$ cat src/rtl/procyon_lib_pkg.sv
// rtl/procyon_lib_pkg.sv - shared procyon library constants
package procyon_lib_pkg;

  // Floor for any derived binary index width; a single-entry vector still needs one bit.
  localparam int PROCYON_MIN_IDX_WIDTH = 1;

endpackage

$ cat src/rtl/procyon_onehot2binary.sv
// rtl/procyon_onehot2binary.sv - one-hot (or zero) vector to binary index
module procyon_onehot2binary #(
  parameter int WIDTH     = 8,
  parameter int IDX_WIDTH = (WIDTH == 1) ? 1 : $clog2(WIDTH)
) (
  input  logic [WIDTH-1:0]     onehot,
  output logic [IDX_WIDTH-1:0] binary
);

  // OR-reduction of set positions; a zero vector maps to index 0.
  always_comb begin
    binary = '0;
    for (int i = 0; i < WIDTH; i++) begin
      if (onehot[i]) binary = binary | IDX_WIDTH'(i);
    end
  end

endmodule

$ cat src/rtl/procyon_rr_encoder_pick.sv
// rtl/procyon_rr_encoder_pick.sv - masked/unmasked lowest-set-bit round-robin picker
module procyon_rr_encoder_pick #(
  parameter int WIDTH     = 8,
  parameter int IDX_WIDTH = 3
) (
  input  logic [WIDTH-1:0]     req,
  input  logic [IDX_WIDTH-1:0] ptr,
  output logic [WIDTH-1:0]     pick
);

  logic [WIDTH-1:0] masked;
  logic [WIDTH-1:0] src;

  // Requests at or above the pointer win; otherwise wrap to the full vector.
  always_comb begin
    masked = '0;
    for (int i = 0; i < WIDTH; i++) begin
      masked[i] = req[i] && (i >= int'(ptr));
    end
    src  = (|masked) ? masked : req;
    pick = src & (~src + WIDTH'(1));
  end

endmodule

$ cat src/rtl/procyon_rr_encoder.sv
// rtl/procyon_rr_encoder.sv - registered round-robin encoder; optional PROCYON_RR_ENCODER_LOCK_EN adds i_lock
module procyon_rr_encoder
  import procyon_lib_pkg::*;
#(
  parameter int OPTN_WIDTH      = 8,
  parameter int GRANT_IDX_WIDTH = (OPTN_WIDTH == 1) ? PROCYON_MIN_IDX_WIDTH : $clog2(OPTN_WIDTH)
) (
  input  logic                       clk,
  input  logic                       rst,
  input  logic [OPTN_WIDTH-1:0]      i_req,
`ifdef PROCYON_RR_ENCODER_LOCK_EN
  input  logic                       i_lock,
`endif
  input  logic                       i_ready,
  output logic                       o_valid,
  output logic [OPTN_WIDTH-1:0]      o_grant,
  output logic [GRANT_IDX_WIDTH-1:0] o_grant_idx,
  output logic                       o_busy
);

  logic                       load;
  logic                       lock_hold;
  logic [GRANT_IDX_WIDTH-1:0] ptr;
  logic [GRANT_IDX_WIDTH-1:0] eff_ptr;
  logic [GRANT_IDX_WIDTH-1:0] next_ptr;
  logic [GRANT_IDX_WIDTH-1:0] pick_idx;
  logic [GRANT_IDX_WIDTH:0]   idx_inc;
  logic [OPTN_WIDTH-1:0]      pick;

  assign load   = !o_valid || i_ready;
  assign o_busy = o_valid && !i_ready;

`ifdef PROCYON_RR_ENCODER_LOCK_EN
  assign lock_hold = o_valid && i_ready && i_lock;
`else
  assign lock_hold = 1'b0;
`endif

  // A locked acceptance re-centres priority on the current grant for this same pick.
  assign eff_ptr = lock_hold ? o_grant_idx : ptr;

  procyon_rr_encoder_pick #(
    .WIDTH     (OPTN_WIDTH),
    .IDX_WIDTH (GRANT_IDX_WIDTH)
  ) u_pick (
    .req  (i_req),
    .ptr  (eff_ptr),
    .pick (pick)
  );

  procyon_onehot2binary #(
    .WIDTH     (OPTN_WIDTH),
    .IDX_WIDTH (GRANT_IDX_WIDTH)
  ) u_onehot2binary (
    .onehot (pick),
    .binary (pick_idx)
  );

  assign idx_inc  = {1'b0, pick_idx} + (GRANT_IDX_WIDTH+1)'(1);
  assign next_ptr = (idx_inc == (GRANT_IDX_WIDTH+1)'(OPTN_WIDTH)) ? '0 : idx_inc[GRANT_IDX_WIDTH-1:0];

  always_ff @(posedge clk) begin
    if (rst) begin
      o_valid     <= 1'b0;
      o_grant     <= '0;
      o_grant_idx <= '0;
      ptr         <= '0;
    end else if (load) begin
      o_valid     <= |i_req;
      o_grant     <= pick;
      o_grant_idx <= pick_idx;
      ptr         <= (|i_req) ? next_ptr : eff_ptr;
    end
  end

endmodule

$ cat config.mk
export PLATFORM = sky130hd
export DESIGN_NAME = procyon_rr_encoder
export DESIGN_NICKNAME = d
export VERILOG_FILES = /design/src/rtl/procyon_lib_pkg.sv /design/src/rtl/procyon_onehot2binary.sv /design/src/rtl/procyon_rr_encoder_pick.sv /design/src/rtl/procyon_rr_encoder.sv
export SDC_FILE = /design/constraint.sdc
export NUM_CORES = 1
export LEC_CHECK = 0
export ABC_AREA = 1
export CAP_MARGIN = 25
export CORE_MARGIN = 2
export CORE_UTILIZATION = 50
export DETAILED_ROUTE_END_ITERATION = 7
export PLACE_DENSITY_LB_ADDON = 0.25
export SYNTH_ARGS = -nofsm -noshare
export SYNTH_HDL_FRONTEND = slang
export SYNTH_SLANG_ARGS = --single-unit
$ cat constraint.sdc
create_clock -name clk -period 4.92 [get_ports clk]
set_input_delay 1.23 -clock clk [delete_from_list [all_inputs] [get_ports clk]]
set_output_delay 1.23 -clock clk [all_outputs]
set_load 0.05 [all_outputs]
Yosys cells after proc, flatten, opt, wreduce, memory -nomap -nowiden
Cells that the tools add are included.
{"block": "totals", "regBits": 15, "in_bits": 11}
{"block": "classes", "add_sub_neg": 2, "n_lt_le_gt_ge": 7, "eq_ne": 1, "mux": 9, "bitwise_logic": 2, "n_reduce_logical": 14}
{"op": "$reduce_or 8->1", "n": 2}
{"op": "$mux 3", "n": 5}
{"op": "$ge 3x3->1 const A", "n": 3}
{"op": "$add 8x1->8 const B", "n": 1}
{"op": "$and 8x8->8", "n": 1}
{"op": "$logic_and 1x1->1", "n": 8}
{"op": "$not 8->8", "n": 1}
{"op": "$mux 7", "n": 1}
{"op": "$ge 1x3->1 const A", "n": 2}
{"op": "$ge 2x3->1 const A", "n": 2}
{"op": "$add 3x1->4 const B", "n": 1}
{"op": "$eq 4x4->1 const B", "n": 1}
{"op": "$mux 2", "n": 2}
{"op": "$logic_not 1->1", "n": 2}
{"op": "$reduce_and 2->1", "n": 1}
{"op": "$logic_or 1x1->1", "n": 1}
{"op": "$mux 1", "n": 1}

Longest topological paths before layout
Gate-level depths: netlist (run 1).
{"block": "logic_depth", "word_depth": 17, "mapped_depth": 18, "depth_no_buf": 18}

Cells and area by module
Synthesis (run 1) repeated with hierarchy kept, for this count alone.
{"block": "unflattened", "cells_unflattened": 150, "hier_area_um2": 997.2}
{"module": "procyon_rr_encoder", "n_inst": 1, "cells_each": 88, "area_per_inst_um2": 633.1, "seq_area_each_um2": 300.3}
{"module": "procyon_rr_encoder_pick", "n_inst": 1, "cells_each": 54, "area_per_inst_um2": 331.6, "seq_area_each_um2": 0.0}
{"module": "procyon_onehot2binary", "n_inst": 1, "cells_each": 8, "area_per_inst_um2": 32.5, "seq_area_each_um2": 0.0}

Worst setup path after synthesis (run 1)
OpenSTA, ideal clock, no wires.
{"block": "synth_path", "path_kind": "input -> output", "startpoint": "input port i_ready", "endpoint": "output port o_busy", "t_arrival_ps": 2056, "required_ps": 3690, "setup_slack_ps": 1634, "cell_stages": 1, "path_cell_list": "nor2_1"}
{"block": "synth_between", "elab_chain_len": 2}
{"element": "start, declared", "line": "procyon_rr_encoder.sv:14", "rtl": "input logic i_ready,"}
{"element": "$logic_not 1->1", "line": "procyon_rr_encoder.sv:31", "rtl": "assign o_busy = o_valid && !i_ready;"}
{"element": "$logic_and 1x1->1", "line": "procyon_rr_encoder.sv:31"}
{"element": "end, declared", "line": "procyon_rr_encoder.sv:18", "rtl": "output logic o_busy"}
No other way between the ends.

Final worst setup path (run 1)
Ends and elaborated chain as after synthesis.

==> results.sh, run 1 <==
export IMPL_slew_headroom_pct=66.6
export IMPL_final_common_cell="nand2_1"
export IMPL_r2r_start="eff_ptr[0]$_SDFFE_PP0P_"
export IMPL_rsz0062_at_grt="no"
export IMPL_cts_resized=0
export IMPL_clk_latency_ns=0.29
export IMPL_grt_pass1_wl_mm=3.26
export IMPL_maxCapViolCount=0
export IMPL_num_antenna_cells=0
export IMPL_port_buffers=23
export IMPL_irDropWorstVdd_mv=0.265
export IMPL_muxShareOfSynthArea_pct=0
export IMPL_finalSetupTns_ns=0
export IMPL_drv_slew=0
export IMPL_cts_max_path_buffers=2
export IMPL_avgRoutedWirePerCell_um=10.7
export IMPL_area_growth_pct=30.9
export IMPL_arrival_ns=2.83
export IMPL_finalHoldViolCount=0
export IMPL_rrSetupSlack_ns=2.68
export IMPL_top_level_ports=24
export IMPL_synth_compound_area_share_pct=18.5
export IMPL_vias=919
export IMPL_startpoint_type="input pin"
export IMPL_cpMaxStageDelayCell="clkdlybuf4s50_1"
export IMPL_grt_use_total_pct=21.7
export IMPL_cpPeakStageDelay_ns=0.88
export IMPL_critical_path_max_fanout=6
export IMPL_synth_top_area_share_pct=33.4
export IMPL_finalCritPeriodShare_pct=82.6
export IMPL_synth_area_um2=898
export IMPL_path_cells="clkdlybuf4s50_1 -> nor2_1 -> clkdlybuf4s50_1"
export IMPL_drc=0
export IMPL_powerDensity_nw_per_um2=357
export IMPL_r2r_end="eff_ptr[1]$_SDFFE_PP0P_"
export IMPL_setup_violations=0
export IMPL_fmax_mhz=246
export IMPL_synth_top_family_by_area="simple AND/OR/NAND/NOR gates"
export IMPL_r2r_cells=14
export IMPL_grt_antenna_before_repair=0
export IMPL_postCtsSetupRepairBufs=0
export IMPL_cts_tree="done"
export IMPL_placed_cell_area_um2=1150
export IMPL_grt_pass1_vias=828
export IMPL_nNetsFinal=174
export IMPL_drt_iter0_drc=11
export IMPL_fin_skew_ns=0.00354
export IMPL_num_fill_cells=146
export IMPL_drtPass1Iterations=4
export IMPL_dieArea_um2=2150
export IMPL_ys_ff_latch=15
export IMPL_yosysUniqueCellTypes=19
export IMPL_critPathRequiredTime_ns=3.69
export IMPL_postCtsHoldBufs=0
export IMPL_yosys_area_share_simple_pct=36.6
export IMPL_worstSetupPathType="input pin to output port"
export IMPL_synth_xor_area_share_pct=0
export IMPL_outcome="finished clean"
export IMPL_avgSynthCellArea_um2=6.56
export IMPL_hold_start="o_grant[0]$_SDFFE_PP0N_"
export IMPL_grt_overflow_total=0
export IMPL_antenna_left=0
export IMPL_min_period_ns=4.06
export IMPL_min_to="o_grant[0]$_SDFFE_PP0N_"
export IMPL_viasPerCell=4.94
export IMPL_h_tree_depth=1
export IMPL_die_x_um=46.4
export IMPL_synth_largest_area_cell="dfxtp_1"
export IMPL_wl_mm=2.00
export IMPL_die_y_um=46.4
export IMPL_design_core_area_um2=1710
export IMPL_layout_drive_gt1_share_pct=12.4
export IMPL_hold_depth=2
export IMPL_syn_instance_count=137
export IMPL_grt_max_degree=22
export IMPL_cp_startpoint="i_ready"
export IMPL_worst_slew_pin_slew_ns=0.499
export IMPL_initial_core_util_pct=52.6
export IMPL_cts_clk_slew_worst_paths_ns=0.09
export IMPL_row_count=15
export IMPL_min_path_type="flip-flop to flip-flop"
export IMPL_yosysSeqAreaShare_pct=33.4
export IMPL_yosys_warnings=0
export IMPL_syn_num_nets=149
export IMPL_crit_top_cell="clkdlybuf4s50_1"
export IMPL_synth_area_leaders="dfxtp_1 33%, nand2_1 14%, inv_1 8.4%"
export IMPL_final_cell_mix="34 x nand2_1, 23 x clkdlybuf4s50_1, 20 x inv_1"
export IMPL_clockRootBuffer="clkbuf_4"
export IMPL_cts_made_buffers=3
export IMPL_gp_congestion=0.809
export IMPL_stdcell_area_um2=1180
export IMPL_hpwl_mm=1.57
export IMPL_setup_worst_path_end_class="output port"
export IMPL_cts_sinks=15
export IMPL_power_leakage_nw=0.560
export IMPL_synthAdderAreaFrac_pct=1.39
[sequential cells by signal (all words and copies together) (netlist names)]
name	flops
o_grant	8
o_valid	1
o_grant_idx	3
eff_ptr	3
[Yosys cell counts, drive strengths merged]
cell type  instances
o211ai             1
nand3             13
a21oi             10
o21ai             15
clkbuf             3
nand2             38
dfxtp             15
ha                 1
nor4               2
nor2              15
o21bai             3
inv               21
[stage by stage]
stage | setup slack, ns | utilization [%] | power, mW | instances | hold slack, ns
after floorplan | 1.63 | - | 0.295 | 137 | 0.516
after global placement | 0.877 | 67.3 | 0.346 | 182 | 0.479
after detailed placement | 0.858 | 67.3 | 0.349 | 182 | 0.488
after CTS | 0.849 | 68.9 | 0.422 | 186 | 0.512
after global routing | 0.799 | 68.9 | 0.448 | 186 | 0.521
final | 0.858 | 68.9 | 0.420 | 186 | 0.513
[layout make-up]
type                    count  area, um2  area share, %
well taps                  25       31.3           2.66
repair buffers             23        230           19.6
flip-flops and latches     15        300           25.5
inverters                  21       78.8           6.70
clock inverters             1       5.00          0.426
multi-input cells          98        508           43.2
clock buffers               3       22.5           1.91
[worst max path at each step]
stage          cells after the start  slack, ns      to
2_1_floorplan                      1       1.63  o_busy
3_3_place_gp                       3       0.88  o_busy
3_5_place_dp                       3       0.86  o_busy
4_1_cts                            3       0.85  o_busy
5_1_grt                            3       0.80  o_busy
6_report                           3       0.86  o_busy
[routing by layer]
metal	wire, um	GRT usage (%)	vias up	share of wire [%]
met4	32	8.57	0	1.6
met2	1000	38.9	23	50
met1	884	24.5	398	44
met3	76	4.71	5	3.8
li1	-	-	493	-
met5	0	0	-	0
[critical path: cells and delay by family]
family	cells	cell delay (ns)
buf+inv	2	1.27
simple gates	1	0.32
[cell families after synthesis]
kind of cell               Yosys count
AOI/OAI and AO/OA                   29
adders and majority gates            1
buffers and inverters               24
DFF                                 15
and+or+nand+nor                     68
[power breakdown]
part	total, mW	switching [mW]	internal [mW]
clock	0.0720	0.0418	0.0302
sequential	0.155	0.0153	0.139
combinational	0.193	0.127	0.0662
total	0.420	0.184	0.236
Note: power is estimated with default switching activity, not from simulation.
==> run 2: changes to the inputs <==
- CORE_UTILIZATION: 50 -> 47
- clock period: 4.92 -> 4 ns (I/O delays scaled with it)
==> run 2 against run 1 <==
Against the previous run: via count grew 3.5%; register-to-register slack lost 0.87 ns; utilization shrank 1.8 points; count of clock-buffer cells in the layout grew 1; worst hold slack lost 0.0011 ns; worst setup slack lost 0.21 ns; power grew 24%; critical path depth is the same; die area grew 5.8%; combinational power grew 25%; largest power group unchanged.
==> results.sh, run 2 (synthesis results as in run 1) <==
export IMPL_combPwrFrac_pct=46.6
export IMPL_path_cells="clkdlybuf4s50_1 -> nor2_1 -> clkdlybuf4s50_1"
export IMPL_min_path_type="flip-flop to flip-flop"
export IMPL_dieArea_um2=2280
export IMPL_multi_input_area_um2=508
export IMPL_final_core_util_pct=67.0
export IMPL_cts_sinks=15
export IMPL_hold_start="o_grant[0]$_SDFFE_PP0N_"
export IMPL_drc=0
export IMPL_critPathRequiredTime_ns=3.00
export IMPL_slew_headroom_pct=65.1
export IMPL_clk_latency_ns=0.28
export IMPL_r2r_start="eff_ptr[0]$_SDFFE_PP0P_"
export IMPL_largest_reg_flops=8
export IMPL_drtPass1Iterations=4
export IMPL_setup_worst_path_end_class="output port"
export IMPL_regMostFlops="o_grant"
export IMPL_cpPeakStageDelay_ns=0.82
export IMPL_grt_antenna_before_repair=0
export IMPL_critical_path_max_fanout=2
export IMPL_viasPerCell=5.09
export IMPL_nNetsFinal=175
export IMPL_final_common_cell="nand2_1"
export IMPL_gp_congestion=0.808
export IMPL_fin_skew_ns=0.00279
export IMPL_grt_max_degree=22
export IMPL_finalCritPeriodShare_pct=83.8
export IMPL_crit_top_cell="clkdlybuf4s50_1"
export IMPL_r2r_cells=14
export IMPL_maxCapViolCount=0
export IMPL_grt_pass1_vias=888
export IMPL_powerDensity_nw_per_um2=439
export IMPL_cts_clk_slew_worst_paths_ns=0.09
export IMPL_clockRootBuffer="clkbuf_4"
export IMPL_cp_startpoint="i_ready"
export IMPL_die_x_um=47.7
export IMPL_final_cell_mix="34 x nand2_1, 23 x clkdlybuf4s50_1, 20 x inv_1"
export IMPL_drv_slew=0
export IMPL_pwr_share_clk_pct=17.0
export IMPL_rsz0062_at_grt="no"
export IMPL_seq_area_um2=300
export IMPL_rrSetupSlack_ns=1.81
export IMPL_die_y_um=47.7
export IMPL_worst_slew_pin_slew_ns=0.523
export IMPL_arrival_ns=2.35
export IMPL_num_antenna_cells=0
export IMPL_swShare_pct=43.6
export IMPL_initial_core_util_pct=50.9
export IMPL_num_fill_cells=180
export IMPL_postCtsSetupRepairBufs=0
export IMPL_grt_use_total_pct=22.5
export IMPL_dp_cells=183
export IMPL_top_level_ports=24
export IMPL_setup_slack_ns=0.648
export IMPL_layout_drive_gt1_share_pct=12.3
export IMPL_min_period_ns=3.35
export IMPL_finalHoldViolCount=0
export IMPL_hpwl_mm=1.68
export IMPL_cts_resized=0
export IMPL_drt_iter0_drc=19
export IMPL_pre_cts_slack_ns=0.645
export IMPL_worstSetupPathType="input pin to output port"
export IMPL_switchingPower_uw=227
export IMPL_seqPwrFrac_pct=36.4
export IMPL_irDropWorstVdd_mv=0.266
export IMPL_totalPowerFinal_uw=520
export IMPL_startpoint_type="input pin"
export IMPL_cts_tree="done"
export IMPL_design_core_area_um2=1760
export IMPL_row_count=15
export IMPL_postCtsHoldBufs=0
export IMPL_setup_violations=0
export IMPL_h_tree_depth=1
export IMPL_wl_mm=2.18
export IMPL_power_leakage_nw=0.563
export IMPL_final_cell_count_no_fill=187
export IMPL_vias=951
export IMPL_cts_made_buffers=3
export IMPL_crit_end="o_busy"
export IMPL_port_buffers=23
export IMPL_r2r_end="eff_ptr[1]$_SDFFE_PP0P_"
export IMPL_grt_overflow_total=0
export IMPL_outcome="finished clean"
export IMPL_cts_max_path_buffers=2
export IMPL_avgRoutedWirePerCell_um=11.6
export IMPL_grt_pass1_wl_mm=3.61
export IMPL_p_int_uw=293
export IMPL_cpMaxStageDelayCell="clkdlybuf4s50_1"
export IMPL_area_growth_pct=31.6
export IMPL_antenna_left=0
export IMPL_fmax_mhz=298
export IMPL_finalSetupTns_ns=0
-- run 2: changes by cell type in the layout (fill, tap and decap cells not counted), sizes merged --
| cell | delta |
|---|---|
| buf | +1 |
| clkbuf | +1 |
| clkinv | -1 |
-- run 2: critical path: cells and delay by family --
| family | cells | cell delay (ns) |
|---|---|---|
| buf+inv | 2 | 1.22 |
| simple gates | 1 | 0.14 |
-- run 2: worst min path at each step --
stage | end | slack [ns] | cells after the start
after global routing | o_grant[0]$_SDFFE_PP0N_ | 0.56 | 2
after CTS | o_grant[0]$_SDFFE_PP0N_ | 0.53 | 2
final | o_grant[0]$_SDFFE_PP0N_ | 0.51 | 2
after detailed placement | o_grant[0]$_SDFFE_PP0N_ | 0.50 | 2
after floorplan | eff_ptr[1]$_SDFFE_PP0P_ | 0.52 | 2
after global placement | o_grant[0]$_SDFFE_PP0N_ | 0.48 | 2
-- run 2: cell type report --
type | instances | share of cell area [%]
timing repair buffer | 24 | 20.1
multi-input combinational | 98 | 43.0
inverter | 21 | 6.67
clock buffer | 4 | 2.22
sequential | 15 | 25.4
tap | 25 | 2.65
-- run 2: power groups by stage --
stage	Sequential (mW)	Clock [mW]	Combinational (mW)
6_report	0.189	0.0883	0.242
4_1_cts	0.189	0.0897	0.242
3_5_place_dp	0.192	0	0.240
5_1_grt	0.193	0.0951	0.265
2_1_floorplan	0.237	0	0.125
3_3_place_gp	0.191	0	0.234
-- run 2: layer usage --
metal,vias up,share of wire [%],track usage (%)
li1,490,-,-
met1,437,43,25.7
met2,20,52,41.3
met3,4,4.2,6.04
met4,0,0.92,4.86
met5,-,0,0
-- run 2: stage by stage --
stage	area [um2]	hold slack, ns
3_3_place_gp	1160	0.480
5_1_grt	1180	0.559
6_report	1180	0.512
4_1_cts	1180	0.525
3_5_place_dp	1160	0.499
2_1_floorplan	898	0.516
